===== src/rtl/sc_statemachine_frog_pos2d.sv =====
// Frog position FSM for Frogger: tracks row/column on a ROWS x COLS grid,
// qualifies move buttons on rising edges, applies a move hold-off and scores goals.
module sc_statemachine_frog_pos2d #(
  parameter int ROWS      = 8,
  parameter int COLS      = 8,
  parameter int START_COL = 3,
  parameter int HOLDOFF   = 4,
  parameter int CNT_W     = 4,
  localparam int ROW_W    = (ROWS > 1) ? $clog2(ROWS) : 1,
  localparam int COL_W    = (COLS > 1) ? $clog2(COLS) : 1
) (
  input  logic             SC_STATEMACHINE_FROG_POS2D_CLOCK_50,
  input  logic             SC_STATEMACHINE_FROG_POS2D_RESET,
  input  logic             SC_STATEMACHINE_FROG_POS2D_AVANZAR,
  input  logic             SC_STATEMACHINE_FROG_POS2D_RETROCEDER,
  input  logic             SC_STATEMACHINE_FROG_POS2D_IZQUIERDA,
  input  logic             SC_STATEMACHINE_FROG_POS2D_DERECHA,
  input  logic             SC_STATEMACHINE_FROG_POS2D_INI,
  output logic [ROW_W-1:0] SC_STATEMACHINE_FROG_POS2D_ROW,
  output logic [COL_W-1:0] SC_STATEMACHINE_FROG_POS2D_COL,
  output logic             SC_STATEMACHINE_FROG_POS2D_GOAL,
  output logic [CNT_W-1:0] SC_STATEMACHINE_FROG_POS2D_GOAL_COUNT,
  output logic             SC_STATEMACHINE_FROG_POS2D_BUSY
);

  localparam int HC_W = (HOLDOFF > 0) ? $clog2(HOLDOFF + 1) : 1;

  typedef enum logic [1:0] {
    S_READY = 2'd0,
    S_HOLD  = 2'd1,
    S_GOAL  = 2'd2
  } state_t;

  state_t           state_q, state_d;
  logic [ROW_W-1:0] row_q, row_d;
  logic [COL_W-1:0] col_q, col_d;
  logic             goal_q, goal_d;
  logic             busy_q, busy_d;
  logic [CNT_W-1:0] cnt_q, cnt_d;
  logic [HC_W-1:0]  hold_q, hold_d;
  logic [3:0]       prev_q, btn, rise;
  logic             moved;

  // Bit order {up, down, left, right} doubles as the priority order.
  assign btn  = {SC_STATEMACHINE_FROG_POS2D_AVANZAR, SC_STATEMACHINE_FROG_POS2D_RETROCEDER,
                 SC_STATEMACHINE_FROG_POS2D_IZQUIERDA, SC_STATEMACHINE_FROG_POS2D_DERECHA};
  assign rise = btn & ~prev_q;

  always_comb begin
    state_d = state_q;
    row_d   = row_q;
    col_d   = col_q;
    goal_d  = 1'b0;
    cnt_d   = cnt_q;
    hold_d  = hold_q;
    moved   = 1'b0;
    unique case (state_q)
      S_READY: begin
        if (SC_STATEMACHINE_FROG_POS2D_INI) begin
          row_d = '0;
          col_d = COL_W'(START_COL);
        end else if (rise[3]) begin
          // Only the highest-priority rise is considered, even when it is blocked.
          if (row_q == ROW_W'(ROWS - 2)) begin
            row_d   = ROW_W'(ROWS - 1);
            goal_d  = 1'b1;
            state_d = S_GOAL;
            if (cnt_q != '1) cnt_d = cnt_q + CNT_W'(1);
          end else if (row_q < ROW_W'(ROWS - 2)) begin
            row_d = row_q + ROW_W'(1);
            moved = 1'b1;
          end
        end else if (rise[2]) begin
          if (row_q != '0) begin
            row_d = row_q - ROW_W'(1);
            moved = 1'b1;
          end
        end else if (rise[1]) begin
          if (col_q != '0) begin
            col_d = col_q - COL_W'(1);
            moved = 1'b1;
          end
        end else if (rise[0]) begin
          if (col_q != COL_W'(COLS - 1)) begin
            col_d = col_q + COL_W'(1);
            moved = 1'b1;
          end
        end
        if (moved && (HOLDOFF > 0)) begin
          state_d = S_HOLD;
          hold_d  = HC_W'(HOLDOFF);
        end
      end
      S_HOLD: begin
        if (SC_STATEMACHINE_FROG_POS2D_INI) begin
          row_d   = '0;
          col_d   = COL_W'(START_COL);
          hold_d  = '0;
          state_d = S_READY;
        end else if (hold_q <= HC_W'(1)) begin
          hold_d  = '0;
          state_d = S_READY;
        end else begin
          hold_d = hold_q - HC_W'(1);
        end
      end
      S_GOAL: begin
        row_d   = '0;
        col_d   = COL_W'(START_COL);
        state_d = S_READY;
      end
      default: state_d = S_READY;
    endcase
    busy_d = (state_d != S_READY);
  end

  always_ff @(posedge SC_STATEMACHINE_FROG_POS2D_CLOCK_50 or posedge SC_STATEMACHINE_FROG_POS2D_RESET) begin
    if (SC_STATEMACHINE_FROG_POS2D_RESET) begin
      state_q <= S_READY;
      row_q   <= '0;
      col_q   <= COL_W'(START_COL);
      goal_q  <= 1'b0;
      busy_q  <= 1'b0;
      cnt_q   <= '0;
      hold_q  <= '0;
      prev_q  <= '0;
    end else begin
      state_q <= state_d;
      row_q   <= row_d;
      col_q   <= col_d;
      goal_q  <= goal_d;
      busy_q  <= busy_d;
      cnt_q   <= cnt_d;
      hold_q  <= hold_d;
      prev_q  <= btn;
    end
  end

  assign SC_STATEMACHINE_FROG_POS2D_ROW        = row_q;
  assign SC_STATEMACHINE_FROG_POS2D_COL        = col_q;
  assign SC_STATEMACHINE_FROG_POS2D_GOAL       = goal_q;
  assign SC_STATEMACHINE_FROG_POS2D_GOAL_COUNT = cnt_q;
  assign SC_STATEMACHINE_FROG_POS2D_BUSY       = busy_q;

endmodule


===== config.mk =====
export PLATFORM = sky130hd
export DESIGN_NAME = sc_statemachine_frog_pos2d
export DESIGN_NICKNAME = d
export VERILOG_FILES = /design/src/rtl/sc_statemachine_frog_pos2d.sv
export SDC_FILE = /design/constraint.sdc
export NUM_CORES = 1
export LEC_CHECK = 0
export BUFFER_PORTS_ARGS = -buffer_cell sky130_fd_sc_hd__buf_4
export CORE_ASPECT_RATIO = 2
export CORE_UTILIZATION = 45
export DETAILED_ROUTE_END_ITERATION = 8
export PLACE_DENSITY = 0.61
export SYNTH_ARGS = -nofsm -noshare
export SYNTH_HDL_FRONTEND = slang
export SYNTH_SLANG_ARGS = --single-unit

===== constraint.sdc =====
create_clock -name SC_STATEMACHINE_FROG_POS2D_CLOCK_50 -period 2.6 [get_ports SC_STATEMACHINE_FROG_POS2D_CLOCK_50]
set_input_delay 0.13 -clock SC_STATEMACHINE_FROG_POS2D_CLOCK_50 [delete_from_list [all_inputs] [get_ports SC_STATEMACHINE_FROG_POS2D_CLOCK_50]]
set_output_delay 0.13 -clock SC_STATEMACHINE_FROG_POS2D_CLOCK_50 [all_outputs]
set_load 0.02 [all_outputs]

==> results of run 1 <==
-- cell families after synthesis --
logic type | synth area share
simple gates | 0.1952
compound gates | 0.1691
flops | 0.4077
buf+inv | 0.03768
fa+ha+maj | 0.1121
mux | 0.05797
xor+xnor | 0.02029
-- critical path, delay by kind of cell (launching register included) --
kind            cells  cell delay (ns)
buf+inv             1             0.10
flops               1             0.39
fa+ha+maj           1             0.24
simple gates        1             0.21
compound gates      4             0.87
-- repair_timing --
action                    in CTS  in global routing
hold buffers                   3                  1
gates resized for setup        0                  0
buffers inserted               0                  0
hold endpoints to repair       3                  1
-- worst paths after layout --
check	endpoint	slack, ns	cells past startpoint
max reg2reg	hold_q[2]$_DFFE_PP0P_	0.67	7
min	SC_STATEMACHINE_FROG_POS2D_GOAL_COUNT[2]$_DFFE_PP0P_	0.03	2
max	hold_q[2]$_DFFE_PP0P_	0.67	7
min reg2reg	hold_q[0]$_DFFE_PP0P_	0.50	1
min in group SC_STATEMACHINE_FROG_POS2D_CLOCK_50	state_q[0]$_DFF_PP0_	0.28	4
max in group asynchronous	SC_STATEMACHINE_FROG_POS2D_BUSY$_DFF_PP0_	2.06	2
-- state kept, by name, indices dropped and copies added (netlist names) --
signal and flops:
hold_q 3, state_q 2, SC_STATEMACHINE_FROG_POS2D_GOAL 1, SC_STATEMACHINE_FROG_POS2D_GOAL_COUNT 4
SC_STATEMACHINE_FROG_POS2D_ROW 3, prev_q 4, SC_STATEMACHINE_FROG_POS2D_BUSY 1, SC_STATEMACHINE_FROG_POS2D_COL 3
-- layer usage --
| layer | up-vias | wire [um] | track usage |
|---|---|---|---|
| met1 | 465 | 991 | 0.2311 |
| met2 | 11 | 1400 | 0.3242 |
| met3 | 4 | 40 | 0.01714 |
| li1 | 498 | - | - |
| met4 | 0 | 46 | 0.08276 |
| met5 | - | 0 | 0 |
-- synth_stat cells, types with 2 or more instances --
cell type / count
dfstp_2: 2
or3_1: 2
inv_1: 9
nand4_1: 2
nand4b_1: 2
mux2i_1: 3
o22ai_1: 2
o21a_1: 3
nand3_1: 5
mux2_2: 4
nand2_1: 11
nor2_1: 5
o21ai_2: 2
xnor2_1: 3
nor2b_1: 5
o21ai_0: 7
ha_1: 10
nand2b_1: 5
a21oi_1: 5
dfrtp_1: 19
-- per-stage QoR --
| step | power [mW] | setup slack, ns |
|---|---|---|
| after global routing | 1.485 | 0.5237 |
| after floorplan | 0.9644 | 0.6283 |
| after detailed placement | 1.159 | 0.6725 |
| after CTS | 1.377 | 0.6658 |
| final | 1.363 | 0.6719 |
| after global placement | 1.143 | 0.7175 |
-- cells in the final DEF, fill, tap and decap left out, drive strengths merged, types with 2 or more instances in the layout --
cell type	count
clkbuf	4
nand4b	2
o22ai	2
or3	2
inv	10
dlygate4sd3	4
mux2	4
dfrtp	19
o21ai	9
nand2b	6
a31oi	2
nor2	6
nor2b	6
xnor2	3
a21oi	5
nand4	2
buf	18
ha	10
dfstp	2
mux2i	3
nand2	11
o21a	3
nand3	5
-- layout make-up --
type                       count  area [um2]
multi-input combinational     94       718.2
sequential                    21       528.0
tap                           29       36.28
clock buffer                   4       45.04
fill                         229        1196
inverter                      10       37.54
timing repair buffer          22       175.2
-- report_power, final --
part	leakage, nW	switching (mW)	internal, mW
clock	0.0228	0.105	0.109
sequential	0.265	0.0896	0.417
combinational	0.442	0.347	0.296
total	0.730	0.541	0.822
==> results.sh, run 1 <==
export IMPL_status="complete, no violations"
export IMPL_hold_ws_ns=0.03084
export IMPL_grt_start_max_net_pins=22
export IMPL_antennaDiodeCount=0
export IMPL_synth_seq_area_share=0.4077
export IMPL_port_buffers=18
export IMPL_crit_required_ns=2.75
export IMPL_yosys_warnings=0
export IMPL_synth_nets=144
export IMPL_worst_pin_slew_ns=0.8178
export IMPL_dr_pass1_iters=4
export IMPL_finalCritPeriodShare=0.7416
export IMPL_clkTransAtPathRegs_ns=0.08
export IMPL_drtIter0Drc=23
export IMPL_routedWlPerCell_um=13.77
export IMPL_crit_chain="inv_1 > ha_1 > or2_0 > a31o_1 > a31oi_4 > o21ai_2 > a221o_1"
export IMPL_synthCells=126
export IMPL_dpl_cell_count=172
export IMPL_ys_ff_latch=21
export IMPL_ir_drop_uv=558.2
export IMPL_track_usage=0.1927
export IMPL_synth_edf_count=0
export IMPL_layout_min_cycle_time_ns=1.928
export IMPL_maxCapViolations=0
export IMPL_via_count=978
export IMPL_critical_path_arrival_ns=2.08
export IMPL_leakagePower_nw=0.7296
export IMPL_grt_pass1_wl_mm=4.229
export IMPL_cts_tree="yes"
export IMPL_start_kind="flop"
export IMPL_hold_viol=0
export IMPL_setup_violations=0
export IMPL_rsz0062_at_grt="no"
export IMPL_p_per_area_mw_per_mm2=885.2
export IMPL_ys_flop_type="dfrtp_1"
export IMPL_cts_max_level=1
export IMPL_die_h_um=77.87
export IMPL_syn_avg_cell_area_um2=10.28
export IMPL_rows=27
export IMPL_start_util=0.4733
export IMPL_root_buffer="clkbuf_8"
export IMPL_numCtsBuffers=3
export IMPL_fin_area_mm2=0.001540
export IMPL_critPathSlowestCell="dfrtp_1"
export IMPL_antenna_found_initial=0
export IMPL_hpwlAfterDp_mm=1.934
export IMPL_fin_skew_ns=0.003234
export IMPL_finalSetupTns_ns=0
export IMPL_cts_sinks=21
export IMPL_final_cells=180
export IMPL_post_route_util=0.5629
export IMPL_ant_nets=0
export IMPL_grt_overflow=0
export IMPL_synth_top_cell_by_area="dfrtp_1"
export IMPL_io_pins=19
export IMPL_viasPerCell=5.433
export IMPL_syn_to_final_growth_pct=18.94
export IMPL_yosys_area_top_type_share=0.3671
export IMPL_yosysUniqueCellTypes=40
export IMPL_maxSlewHeadroom=0.4542
export IMPL_core_mm2=0.002736
export IMPL_min_delay_path_class="input port to async pin"
export IMPL_die_w_um=39.93
export IMPL_place_congestion=0.7610
export IMPL_placed_area_mm2=0.001455
export IMPL_drcViolationCount=0
export IMPL_drive_above_1_share=0.2318
export IMPL_synth_area_top_cells="dfrtp_1 (37%), ha_1 (9.7%), dfstp_2 (4.1%)"
export IMPL_endpoint_kind="flop"
export IMPL_synth_area_mm2=0.001295
export IMPL_critical_path_max_stage_delay_ns=0.39
export IMPL_nNetsFinal=170
export IMPL_critPathLaunch="SC_STATEMACHINE_FROG_POS2D_ROW[0]$_DFFE_PP0P_"
export IMPL_fmax_ghz=0.5186
export IMPL_path_max_fanout=7
export IMPL_cts_max_path_buffers=2
export IMPL_finalMaxSlewViolations=0
export IMPL_timing_rr_start="SC_STATEMACHINE_FROG_POS2D_ROW[0]$_DFFE_PP0P_"
export IMPL_clock_latency_ns=0.26
export IMPL_ys_async_sr_fraction=1.000
export IMPL_die_area_mm2=0.003109
export IMPL_crit_type="flop to flop"
export IMPL_wl_mm=2.479
export IMPL_grt_pass1_vias=973
Note: power is estimated with default switching activity, not from simulation.
==> inputs of run 2 (changes only) <==
- PLACE_DENSITY: 0.61 -> 0.64
- clock period: 2.6 -> 1.6 ns (I/O delays scaled with it)
==> results.sh, run 2 (synthesized netlist as in run 1, its figures left out) <==
export IMPL_routedWlPerCell_um=14.53
export IMPL_cts_max_level=1
export IMPL_nNetsFinal=198
export IMPL_finalWorstSetupSlack_ns=-0.09209
export IMPL_cts_max_path_buffers=2
export IMPL_p_per_area_mw_per_mm2=1411
export IMPL_ir_drop_uv=978.7
export IMPL_finalCritPeriodShare=1.058
export IMPL_die_area_mm2=0.003109
export IMPL_viasPerCell=5.341
export IMPL_path_max_fanout=5
export IMPL_grt_pass1_wl_mm=4.719
export IMPL_die_w_um=39.93
export IMPL_track_usage=0.2233
export IMPL_critical_path_max_stage_delay_ns=0.45
export IMPL_clock_latency_ns=0.27
export IMPL_endpoint_kind="flop"
export IMPL_crit_type="flop to flop"
export IMPL_status="finished with violations"
export IMPL_syn_to_final_growth_pct=41.35
export IMPL_fmax_ghz=0.5910
export IMPL_cts_tree="yes"
export IMPL_root_buffer="clkbuf_8"
export IMPL_place_congestion=0.7994
export IMPL_power_frac_seq=0.310
export IMPL_antenna_found_initial=0
export IMPL_mostFrequentLayoutCells="buf_4 (45), dfrtp_1 (17), nand2_1 (9), ha_1 (9), inv_1 (8)"
export IMPL_seqCellArea_um2=530.5
export IMPL_port_buffers=18
export IMPL_critical_path_arrival_ns=1.85
export IMPL_grt_pass1_vias=1121
export IMPL_clock_power_share=0.139
export IMPL_start_util=0.4733
export IMPL_hpwlAfterDp_mm=2.311
export IMPL_multi_input_area_um2=789.5
export IMPL_drcViolationCount=0
export IMPL_grt_start_max_net_pins=22
export IMPL_numCtsBuffers=3
export IMPL_core_mm2=0.002736
export IMPL_leakagePower_nw=0.8840
export IMPL_start_kind="flop"
export IMPL_via_count=1111
export IMPL_drive_above_1_share=0.4358
export IMPL_combPwrFrac=0.551
export IMPL_min_delay_path_class="input port to flop"
export IMPL_maxSlewHeadroom=0.7981
export IMPL_dr_pass1_iters=4
export IMPL_ant_nets=0
export IMPL_finalMaxSlewViolations=0
export IMPL_min_path_cells=4
export IMPL_maxCapViolations=0
export IMPL_violations="negative setup slack"
export IMPL_rsz0062_at_grt="yes"
export IMPL_crit_required_ns=1.76
export IMPL_grt_overflow=0
export IMPL_post_route_util=0.6690
export IMPL_antennaDiodeCount=0
export IMPL_worst_pin_slew_ns=0.2996
export IMPL_r2r_cells=6
export IMPL_pre_cts_ws_ns=-0.1497
export IMPL_rows=27
export IMPL_die_h_um=77.87
export IMPL_cts_sinks=21
export IMPL_intPower_mw=1.577
export IMPL_fin_skew_ns=0.002701
export IMPL_hold_viol=0
export IMPL_power_switching_mw=1.005
export IMPL_fin_area_mm2=0.001831
export IMPL_switching_share=0.3893
export IMPL_n_fill_cell=225
export IMPL_setup_violations=4
export IMPL_placed_area_mm2=0.001643
export IMPL_drtIter0Drc=14
export IMPL_layout_min_cycle_time_ns=1.692
export IMPL_mostFrequentLayoutCell="buf_4"
export IMPL_wl_mm=3.022
export IMPL_io_pins=19
export IMPL_critPathSlowestCell="dfrtp_2"
export IMPL_crit_chain="ha_4 > or2_0 > a31o_1 > a31oi_4 > o21ai_2 > a221o_1"
export IMPL_clkTransAtPathRegs_ns=0.08
run 2: cell count changes in the layout (fill, tap and decap cells not counted), moves of 2 or more:
cell / change
buf_4: +27
dfrtp_1: -2
dfrtp_2: +2
nand2_1: -2
run 2: power groups by stage:
stage          sequential, mW  clock (mW)  combinational [mW]
2_1_floorplan           0.916           0               0.668
3_3_place_gp            0.801           0                1.27
3_5_place_dp            0.811           0                1.30
4_1_cts                 0.801       0.363                1.37
5_1_grt                 0.820       0.381                1.55
6_report                0.801       0.359                1.42
run 2: final timing paths:
check,startpoint,to,slack (ns)
min in group asynchronous,SC_STATEMACHINE_FROG_POS2D_RESET,SC_STATEMACHINE_FROG_POS2D_ROW[0]$_DFFE_PP0P_,0.40
setup reg to reg,SC_STATEMACHINE_FROG_POS2D_ROW[1]$_DFFE_PP0P_,hold_q[2]$_DFFE_PP0P_,-0.09
setup / recovery,SC_STATEMACHINE_FROG_POS2D_ROW[1]$_DFFE_PP0P_,hold_q[2]$_DFFE_PP0P_,-0.09
hold / removal,SC_STATEMACHINE_FROG_POS2D_INI,SC_STATEMACHINE_FROG_POS2D_BUSY$_DFF_PP0_,0.20
max in group asynchronous,SC_STATEMACHINE_FROG_POS2D_RESET,SC_STATEMACHINE_FROG_POS2D_COL[1]$_DFFE_PP1P_,0.93
hold reg to reg,hold_q[0]$_DFFE_PP0P_,hold_q[0]$_DFFE_PP0P_,0.51
run 2: stage by stage:
step / std cells / TNS (ns) / hold slack, ns / power, mW
finish: 208 / -0.2596 / 0.2040 / 2.582
global route: 208 / -0.8152 / 0.2373 / 2.748
CTS: 206 / -0.2856 / 0.2140 / 2.532
detailed placement: 195 / -0.6453 / 0.1351 / 2.113
global placement: 195 / -0.2911 / 0.1302 / 2.066
floorplan: 126 / -0.3289 / 0.05491 / 1.584
run 2: critical path, delay by kind of cell (launching register included):
family / cells / cell delay (ns)
adders and majority gates: 1 / 0.16
and+or+nand+nor: 1 / 0.19
AOI/OAI and AO/OA: 4 / 0.78
DFF: 1 / 0.45
run 2: repair_timing:
action / CTS / global route
pin swaps: 6 / 4
gates resized for setup: 9 / 7
setup endpoints to repair: 11 / 13
hold endpoints to repair: 23 / 0
setup buffers: 2 / 2
hold buffers: 5 / 0
run 2: layout make-up:
| type | count | area share |
|---|---|---|
| Clock buffer | 3 | 0.02256 |
| Sequential cell | 21 | 0.2898 |
| Timing Repair Buffer | 50 | 0.2119 |
| Tap cell | 29 | 0.01982 |
| Clock inverter | 1 | 0.002734 |
| Multi-Input combinational cell | 94 | 0.4313 |
| Inverter | 10 | 0.02187 |
run 2: per-layer routing:
metal | wire length, um | share of wire | GRT usage
met4 | 70 | 0.023 | 0.1138
met1 | 1050 | 0.35 | 0.2086
met3 | 62 | 0.021 | 0.02000
met2 | 1837 | 0.61 | 0.4177
met5 | 0 | 0 | 0
==> inputs of run 3 (changes only) <==
- CELL_PAD_IN_SITES_DETAIL_PLACEMENT: not set -> 0
- CELL_PAD_IN_SITES_GLOBAL_PLACEMENT: not set -> 1
- CORE_UTILIZATION: 45 -> 39
- CTS_BUF_LIST: not set -> sky130_fd_sc_hd__clkbuf_4 sky130_fd_sc_hd__clkbuf_8 sky130_fd_sc_hd__clkbuf_16
- PLACE_DENSITY: 0.64 -> 0.7
==> results.sh, run 3 (synthesized netlist as in run 1, its figures left out) <==
export IMPL_status="finished with violations"
export IMPL_violations="negative setup slack"
export IMPL_finalWorstSetupSlack_ns=-0.1194
export IMPL_post_route_util=0.5755
export IMPL_hold_ws_ns=0.2142
export IMPL_endpoint_kind="flop"
export IMPL_cts_max_level=1
export IMPL_clock_latency_ns=0.26
export IMPL_layout_min_cycle_time_ns=1.719
export IMPL_critical_path_arrival_ns=1.87
export IMPL_cts_max_path_buffers=2
export IMPL_via_count=1136
export IMPL_crit_type="flop to flop"
export IMPL_critPathSlowestCell="dfrtp_2"
export IMPL_cts_sinks=21
export IMPL_setup_violations=5
export IMPL_wl_mm=3.010
export IMPL_io_pins=19
export IMPL_nNetsFinal=198
export IMPL_hold_start="SC_STATEMACHINE_FROG_POS2D_INI"
export IMPL_die_w_um=42.75
export IMPL_fmax_ghz=0.5816
export IMPL_drcViolationCount=0
export IMPL_crit_chain="ha_4 > or2_1 > a31o_1 > a31oi_4 > o21ai_2 > a221o_1"
export IMPL_routedWlPerCell_um=14.33
export IMPL_mostFrequentLayoutCell="buf_4"
export IMPL_grt_overflow=0
export IMPL_viasPerCell=5.410
export IMPL_place_congestion=0.8014
export IMPL_min_delay_path_class="input port to flop"
export IMPL_p_per_area_mw_per_mm2=1413
export IMPL_rows=29
export IMPL_root_buffer="clkbuf_8"
export IMPL_leakagePower_nw=0.8746
export IMPL_path_max_fanout=5
export IMPL_timing_rr_start="SC_STATEMACHINE_FROG_POS2D_ROW[1]$_DFFE_PP0P_"
export IMPL_grt_start_max_net_pins=22
export IMPL_start_kind="flop"
export IMPL_finalCritPeriodShare=1.075
export IMPL_rsz0062_at_grt="yes"
export IMPL_hold_viol=0
export IMPL_track_usage=0.1907
export IMPL_reg2reg_slack_ns=-0.12
export IMPL_fin_skew_ns=0.003184
export IMPL_syn_to_final_growth_pct=40.29
export IMPL_dr_pass1_iters=5
export IMPL_drive_above_1_share=0.4413
export IMPL_die_h_um=83.49
export IMPL_r2r_cells=6
export IMPL_path_delay_family="compound AO/OA/AOI/OAI gates"
export IMPL_critPathLaunch="SC_STATEMACHINE_FROG_POS2D_ROW[1]$_DFFE_PP0P_"
export IMPL_dpl_cell_count=198
export IMPL_worst_pin_slew_ns=0.2833
export IMPL_worstHoldEndpoint="SC_STATEMACHINE_FROG_POS2D_BUSY$_DFF_PP0_"
export IMPL_start_util=0.4102
export IMPL_final_cells=210
export IMPL_crit_required_ns=1.75
export IMPL_ant_nets=0
export IMPL_maxCapViolations=0
export IMPL_finalSetupTns_ns=-0.2108
export IMPL_antennaDiodeCount=0
export IMPL_cts_tree="yes"
export IMPL_mostFrequentLayoutCells="buf_4 (45), dfrtp_1 (17), ha_1 (9), nand2_1 (8), inv_1 (8)"
export IMPL_critical_path_max_stage_delay_ns=0.44
export IMPL_hpwlAfterDp_mm=2.295
export IMPL_worst_path_buf_inv=0
export IMPL_grt_pass1_wl_mm=5.168
export IMPL_die_area_mm2=0.003569
export IMPL_finalMaxSlewViolations=0
export IMPL_grt_pass1_vias=1190
export IMPL_numCtsBuffers=3
export IMPL_clkTransAtPathRegs_ns=0.08
export IMPL_min_path_cells=4
export IMPL_maxSlewHeadroom=0.8100
export IMPL_drtIter0Drc=34
export IMPL_antenna_found_initial=0
export IMPL_core_mm2=0.003157
export IMPL_ir_drop_uv=697.7
export IMPL_rr_endpoint="hold_q[2]$_DFFE_PP0P_"
export IMPL_port_buffers=18
## run 3: timing repair
action,in CTS,in global routing
pin swaps,7,4
gates resized for setup,8,6
setup endpoints to repair,11,14
endpoints found under the hold margin,23,0
setup buffers,3,0
hold buffers,5,0
## run 3: how the worst max path moves through the flow
stage                            end  slack, ns  cells after the start
2_1_floorplan  hold_q[2]$_DFFE_PP0P_      -0.19                      7
3_3_place_gp   hold_q[2]$_DFFE_PP0P_      -0.11                      6
3_5_place_dp   hold_q[2]$_DFFE_PP0P_      -0.15                      6
4_1_cts        hold_q[2]$_DFFE_PP0P_      -0.09                      6
5_1_grt        hold_q[2]$_DFFE_PP0P_      -0.17                      6
6_report       hold_q[2]$_DFFE_PP0P_      -0.12                      6
## run 3: area by class of cell
cell class | count | area [um2]
clock buffers | 4 | 48.80
fillers | 280 | 1340
inverters | 10 | 40.04
multi-input cells | 94 | 770.7
flip-flops and latches | 21 | 530.5
well taps | 31 | 38.79
repair buffers | 50 | 387.9
## run 3: per-stage QoR
| step | power [mW] | instance area [um2] | worst slack, ns |
|---|---|---|---|
| 6_report | 2.567 | 1817 | -0.1194 |
| 5_1_grt | 2.755 | 1817 | -0.1689 |
| 4_1_cts | 2.568 | 1803 | -0.08956 |
| 3_5_place_dp | 2.140 | 1653 | -0.1529 |
| 3_3_place_gp | 2.100 | 1653 | -0.1129 |
| 2_1_floorplan | 1.584 | 1310 | -0.1890 |
## run 3: layer usage
metal,wire length [um],GRT usage
met5,0,0
met4,123,0.1222
met3,70,0.01948
met2,1796,0.3554
met1,1019,0.1840
## run 3: tightest hold or removal path, stage by stage
cell     delay (ns)
buf_4          0.15
nor2_1         0.09
o21ai_0        0.07
nand2_1        0.06
## run 3: report_power, final
group,switching (mW),leakage (nW),internal (mW),total [mW]
sequential,0.113,0.262,0.680,0.793
combinational,0.693,0.586,0.708,1.40
clock,0.178,0.0262,0.195,0.373
